<file path="src/rtl/memoria_dmulc_core.sv">
// -----------------------------------------------------------------------------
// memoria_dmulc_core
// Three independent 2**ADDR_W x DATA_W register banks (B1, B2, B3). Each bank
// has one synchronous port with a registered read. A bank-to-bank copy command
// moves a whole bank in a single clock edge.
//
// Ports
//   i_clk                   rising-edge clock
//   i_rst_n                 synchronous active-low reset; clears banks and read data
//   i_add1/2/3  [ADDR_W]    address, port n -> bank Bn
//   i_dat1/2/3  [DATA_W]    write data, port n
//   i_w1/2/3                write enable, port n
//   i_r1/2/3                read enable, port n (read data appears one cycle later)
//   i_flags     [3]         copy command: 001 B2->B1, 010 B1->B2, 011 B3->B1,
//                           100 B1->B3, 101 B3->B2, 110 B2->B3, 000/111 none
//   o_dato1/2/3 [DATA_W]    registered read data, port n; holds when not reading
// -----------------------------------------------------------------------------
module memoria_dmulc_core #(
   parameter int unsigned DATA_W = 8,
   parameter int unsigned ADDR_W = 4
) (
   input  logic              i_clk,
   input  logic              i_rst_n,
   input  logic [ADDR_W-1:0] i_add1,
   input  logic [ADDR_W-1:0] i_add2,
   input  logic [ADDR_W-1:0] i_add3,
   input  logic [DATA_W-1:0] i_dat1,
   input  logic [DATA_W-1:0] i_dat2,
   input  logic [DATA_W-1:0] i_dat3,
   input  logic [2:0]        i_flags,
   input  logic              i_w1,
   input  logic              i_w2,
   input  logic              i_w3,
   input  logic              i_r1,
   input  logic              i_r2,
   input  logic              i_r3,
   output logic [DATA_W-1:0] o_dato1,
   output logic [DATA_W-1:0] o_dato2,
   output logic [DATA_W-1:0] o_dato3
);

   localparam int unsigned DEPTH = 2 ** ADDR_W;

   logic [DATA_W-1:0] r_b1 [DEPTH];
   logic [DATA_W-1:0] r_b2 [DEPTH];
   logic [DATA_W-1:0] r_b3 [DEPTH];

   logic [DATA_W-1:0] r_dato1;
   logic [DATA_W-1:0] r_dato2;
   logic [DATA_W-1:0] r_dato3;

   // Copy decode: which bank is overwritten this edge, and from where
   logic w_cp_b1;      // B1 is destination
   logic w_cp_b2;      // B2 is destination
   logic w_cp_b3;      // B3 is destination
   logic w_b1_from_b3; // B1 source: 1 = B3, 0 = B2
   logic w_b2_from_b3; // B2 source: 1 = B3, 0 = B1
   logic w_b3_from_b2; // B3 source: 1 = B2, 0 = B1

   always_comb begin
      w_cp_b1      = 1'b0;
      w_cp_b2      = 1'b0;
      w_cp_b3      = 1'b0;
      w_b1_from_b3 = 1'b0;
      w_b2_from_b3 = 1'b0;
      w_b3_from_b2 = 1'b0;
      case (i_flags)
         3'b001: w_cp_b1 = 1'b1;
         3'b010: w_cp_b2 = 1'b1;
         3'b011: begin
            w_cp_b1      = 1'b1;
            w_b1_from_b3 = 1'b1;
         end
         3'b100: w_cp_b3 = 1'b1;
         3'b101: begin
            w_cp_b2      = 1'b1;
            w_b2_from_b3 = 1'b1;
         end
         3'b110: begin
            w_cp_b3      = 1'b1;
            w_b3_from_b2 = 1'b1;
         end
         default: ;
      endcase
   end

   // Bank storage: reset > copy into destination > port write.
   // Non-blocking reads of r_bN give pre-edge sources for copies and reads.
   always_ff @(posedge i_clk) begin
      if (!i_rst_n) begin
         for (int unsigned i = 0; i < DEPTH; i++) begin
            r_b1[i] <= '0;
            r_b2[i] <= '0;
            r_b3[i] <= '0;
         end
      end else begin
         if (w_cp_b1) begin
            for (int unsigned i = 0; i < DEPTH; i++)
               r_b1[i] <= w_b1_from_b3 ? r_b3[i] : r_b2[i];
         end else if (i_w1) begin
            r_b1[i_add1] <= i_dat1;
         end

         if (w_cp_b2) begin
            for (int unsigned i = 0; i < DEPTH; i++)
               r_b2[i] <= w_b2_from_b3 ? r_b3[i] : r_b1[i];
         end else if (i_w2) begin
            r_b2[i_add2] <= i_dat2;
         end

         if (w_cp_b3) begin
            for (int unsigned i = 0; i < DEPTH; i++)
               r_b3[i] <= w_b3_from_b2 ? r_b2[i] : r_b1[i];
         end else if (i_w3) begin
            r_b3[i_add3] <= i_dat3;
         end
      end
   end

   // Registered reads; old word returned on read-during-write or copy
   always_ff @(posedge i_clk) begin
      if (!i_rst_n) begin
         r_dato1 <= '0;
         r_dato2 <= '0;
         r_dato3 <= '0;
      end else begin
         if (i_r1) r_dato1 <= r_b1[i_add1];
         if (i_r2) r_dato2 <= r_b2[i_add2];
         if (i_r3) r_dato3 <= r_b3[i_add3];
      end
   end

   assign o_dato1 = r_dato1;
   assign o_dato2 = r_dato2;
   assign o_dato3 = r_dato3;

endmodule

</file>
<file path="config.mk">
export PLATFORM = sky130hd
export DESIGN_NAME = memoria_dmulc_core
export DESIGN_NICKNAME = d
export VERILOG_FILES = /design/src/rtl/memoria_dmulc_core.sv
export SDC_FILE = /design/constraint.sdc
export NUM_CORES = 1
export LEC_CHECK = 0
export BUFFER_PORTS_ARGS = -buffer_cell sky130_fd_sc_hd__buf_2
export CAP_MARGIN = 5
export CORE_MARGIN = 1.5
export CORE_UTILIZATION = 69
export CTS_CLUSTER_DIAMETER = 30
export DETAILED_ROUTE_END_ITERATION = 6
export PLACE_DENSITY = 0.87
export SKIP_LAST_GASP = 1
export SYNTH_ARGS = -nofsm -noshare
export SYNTH_HDL_FRONTEND = slang
export SYNTH_SLANG_ARGS = --single-unit
export TNS_END_PERCENT = 1
</file>
<file path="constraint.sdc">
create_clock -name i_clk -period 3.1 [get_ports i_clk]
set_input_delay 0.31 -clock i_clk [delete_from_list [all_inputs] [get_ports i_clk]]
set_output_delay 0.31 -clock i_clk [all_outputs]
set_load 0.03 [all_outputs]
</file>
# After elaboration in Yosys (flattened, before gate mapping)
# Memories as Yosys holds them, arrays and structs flattened. A register that Yosys moved wholly into a read port is not among the register bits.
# Index checks and enable logic that the tools add are counted.
dict set report totals {
  ff_bits 0
  ram_bits 384
  inputBits 47
  output_inout_bits 24
  mem_count 3
}
# memory depth word_bits rd rd_clocked_by_memory_dff write_ports line_no
set memory_table {}
lappend memory_table {r_b1 16 8 17 1 16 44} ;# logic [DATA_W-1:0] r_b1 [DEPTH];
lappend memory_table {r_b2 16 8 17 1 16 45} ;# logic [DATA_W-1:0] r_b2 [DEPTH];
lappend memory_table {r_b3 16 8 17 1 16 46} ;# logic [DATA_W-1:0] r_b3 [DEPTH];
dict set report classes {
  eq_ne 6
  muxes 133
  bitwise_logic 48
  reduce_logical 9
}
# cell count
set ops {}
lappend ops {{8-bit two-way mux} 99}
lappend ops {{1-bit bitwise OR} 48}
lappend ops {{1-bit two-way mux} 31}
lappend ops {{8-bit OR reduction} 3}
lappend ops {{4-bit two-way mux} 3}
lappend ops {{3-bit == test, second input constant} 3}
lappend ops {{3-bit by 2-bit == test with 1-bit output, second input constant} 2}
lappend ops {{2-bit OR reduction} 3}
lappend ops {{3-bit by 1-bit == test with 1-bit output, second input constant} 1}
lappend ops {{1-bit zero test} 3}

# Longest topological paths before layout
dict set report logic_depth {
  word_depth 8
  ltp_mapped 7
  depth_no_buf 4
}

# Worst setup path after synthesis
# OpenSTA, ideal clock, no wires.
dict set report synth_path {
  path_type {input-to-reg}
  start {in i_rst_n}
  end {mem r_b3[5][0], enable pin}
  setup_ns 0.384
  t_arrival_ns 1.844
  slack_ns 0.872
  cell_stages 5
  path_buffers 2
  path_cell_list {buf_2 > nand2_4 > or4b_1 > buf_2 > o21ai_0}
}
# item line_no
set synth_lines {}
lappend synth_lines {{start, declared} 23} ;# input logic i_rst_n,
lappend synth_lines {{end, declared} 46}

==> metrics.md <==
| Metric | Value |
|---|---|
| Status | `complete, no violations` |
| Final nets | `2310` |
| Slew headroom | `6.18%` |
| Buffers added on ports | `70` |
| Mapped Area | `25000 um2` |
| Final wirelength | `between 100 and 150 mm` |
| CP Max Fanout | `3` |
| Post-CTS Setup Inserts | `0` |
| IO Pins | `71` |
| Pin count of the biggest net entering global routing | `109` |
| Via Count | `22600` |
| DR vias/cell | `8.06` |
| Non-Filler Instances | `2806` |
| Slew at the pin closest to its max-slew limit | `approximately 1.4 ns` |
| First-pass GRT wire length | `about 150 mm` |
| Initial Util | `70.2%` |
| Post-route setup TNS | `0 ns` |
| Vias in the first global route | `22000` |
| Die ar. | `between 30000 and 40000 um2` |
| Worst setup path category | `reg -> reg` |
| Total CTS buffers | `93` |
| Final hold viol count | `0` |
| Seq/Total Area, Yosys | `between 40% and 50%` |
| Total clock sinks | `408` |
| Yosys reg bits | `~400` |
| Synthesis-to-finish area growth | `17.4%` |
| Internal | `14.3 mW` |
| CP endpoint kind | `flop` |
| HPWL Detailed | `66.5 mm` |
| Min-Delay Path Class | `in -> reg` |
| Cells after synthesis | `~2200` |
| Clk buf depth | `3` |
| Avg Synthesized Cell Area | `11.4 um2` |
| # fillers | `about 2000` |
| Ys Warns | `0` |
| Cells after DPL | `2629` |
| TritonRoute pass-1 iters | `6` |
| WL per Instance | `37.6 um` |
| Cell variety after synth | `45` |
| # setup viols final | `0` |
| GRT Total Usage | `55.8%` |
| Sequential share of power | `36.2%` |
| Core ar. | `35600 um2` |
| Fmax achieved | `392 MHz` |
| CP Launch Type | `flop` |
| Clk network pwr share | `approximately 52%` |
| Syn Nets | `2232` |
| Pwr Density | `670 nW/um2` |
| Sw power | `5.32 mW` |
| Max rail drop VDD | `0.795 mV` |
| Part of the power in combinational logic | `11.6%` |
| Initial DRC count | `4213` |
| RSZ-0062 raised after global routing | `false` |
| DRC errors left | `0` |
| Arr. time, crit path | `approximately 3.0 ns` |
| Final min period | `about 2.6 ns` |
| Resized Gates After CTS | `0` |
| Final Skew | `0.0393 ns` |
| CTS H-tree depth | `3` |
| Post-route ant nets | `0` |
| Cts hold-fix bufs | `0` |
| Overflow after GRT | `0` |
| Clk Latency, worst-skew pair | `between 0.6 and 0.7 ns` |
| Critical Path RT | `3.53 ns` |
| Root Driver | `clkbuf_16` |
| Tot Pwr | `19.6 mW` |
| Share of cells above drive strength 1 | `between 20 and 25%` |
| Switching Fraction | `27.1%` |
| Die span in y | `193 um` |
| Max-Cap Viols | `0` |
| TritonCTS clock tree | `yes` |
| Die width | `193 um` |
| Crit share post-route | `82.3%` |
| Final Max Tran Viols | `0` |
| Cell Rows | `69` |
| Antenna violations before repair | `13` |
| Clock transition at the registers of the reported paths | `approximately 0.05 ns` |
| Pleak | `11.3 nW` |
| GPL Wtd Cong | `1.17` |
## worst paths after layout
kind                            startpoint    endpoint  slack [ns]  cells past startpoint
worst min-delay path                  i_r2  o_dato2[2]        0.08                      2
worst min register to register  o_dato2[1]  o_dato2[1]        0.48                      2
worst max register to register  r_b2[2][4]  o_dato2[4]        0.55                      3
worst max-delay path            r_b2[2][4]  o_dato2[4]        0.55                      3
## kinds of logic (layout without fill, tap and decap cells)
family | count (synthesis) | in the layout | share of synthesized area (%)
mux | 508 | 508 | 23.3
simple gates | 522 | 522 | 9.58
flops | 408 | 408 | 48.1
buf+inv | 197 | 352 | 3.22
other cells | 0 | 5 | 0
compound gates | 550 | 550 | 15.8
## layout make-up
type | count | area (um2) | area share [%]
Timing Repair Buffer | 179 | 1290 | 4.39
Inverter | 1 | 3.75 | 0.0128
Sequential cell | 408 | 12000 | 41.0
Antenna cell | 5 | 12.5 | 0.0427
Tap cell | 461 | 577 | 1.97
Clock inverter | 59 | 698 | 2.38
Clock buffer | 113 | 2550 | 8.70
Multi-Input combinational cell | 1580 | 12200 | 41.5
## synthesized netlist by cell type (all sizes together)
cell type  number  area (um2)
edfxtp        384       11500
nand2         359        1360
mux2i         344        3440
o2bb2ai       149        1310
clkbuf        138         518
a21boi        120         901
mux2          120        1380
o21ai          88         440
o22ai          79         494
buf            58         283
mux4           44         991
nor2           41         154
a21oi          29         145
nand2b         26         163
nor3           26         185
a22oi          25         188
a22o           24         210
dfxtp          24         480
a31oi          17         106
nand3b         12        90.1
nor2b          12        75.1
nor4           10         125
nand3           9        45.0
or2             7        43.8
o221ai          6        52.6
o31ai           5        37.5
o32ai           5        43.8
or3b            5        43.8
nand4           4        25.0
a21o            3        22.5
and2            3        18.8
and3b           3        26.3
and3            2        12.5
clkinv          1        3.75
nand4b          1        8.76
nand4bb         1        11.3
or4b            1        10.0
## cells in the final DEF, fill, tap and decap left out, types with 5 or more instances in the layout
cell	n
o2bb2ai_1	149
o221ai_1	6
a22oi_1	25
nor2b_1	12
buf_2	68
buf_4	102
nor4_2	10
mux2i_1	344
clkinv_1	15
nand3b_1	12
or2_2	5
mux2_2	112
nor3_2	11
clkinvlp_4	7
mux2_4	8
clkbuf_16	99
nand2b_1	26
clkinv_2	14
diode_2	5
o32ai_1	5
or3b_2	5
clkbuf_1	12
a21boi_0	120
nand3_1	9
bufinv_16	14
o22ai_1	79
nor3_1	15
edfxtp_1	384
buf_12	9
nor2_1	41
o21ai_0	88
o31ai_1	5
a21oi_1	29
clkinv_4	5
dfxtp_1	24
mux4_2	44
a31oi_1	17
nand2_1	356
a22o_1	24
## registers in the layout (all words and copies together) (netlist names)
name / flops
r_b3: 128
r_b2: 128
o_dato3: 8
o_dato1: 8
r_b1: 128
o_dato2: 8
## critical path, cell delays in order, from the launching register on
cell      delay [ns]
edfxtp_1        0.46
mux4_2          0.57
a22oi_1         1.10
a31oi_1         0.20
## per-stage QoR
step,hold slack [ns],setup WS (ns),util (%),cell area (um2)
after detailed placement,0.464,0.532,73.2,26000
after global placement,0.461,0.589,73.2,26000
after global routing,0.0926,0.697,82.4,29300
final,0.0780,0.550,82.4,29300
after CTS,0.0594,1.14,82.4,29300
after floorplan,0.501,0.872,-,25000
## power groups by stage
stage | combinational (mW) | clock [mW] | sequential (mW)
finish | 2.27 | 10.2 | 7.11
global route | 2.29 | 10.4 | 7.09
CTS | 2.12 | 10.2 | 7.04
detailed placement | 2.08 | 0 | 7.12
global placement | 2.02 | 0 | 7.10
floorplan | 1.27 | 0 | 6.92
## layer usage
metal / share of wire (%) / up-vias / global-route usage [%]
li1: - / 8610 / -
met1: 30 / 10600 / 67.7
met2: 40 / 2699 / 76.5
met3: 20 / 748 / 26.1
met4: 10 / 16 / 43.0
met5: 0.29 / - / 3.70
No activity file was read; power rests on OpenSTA's default activity.
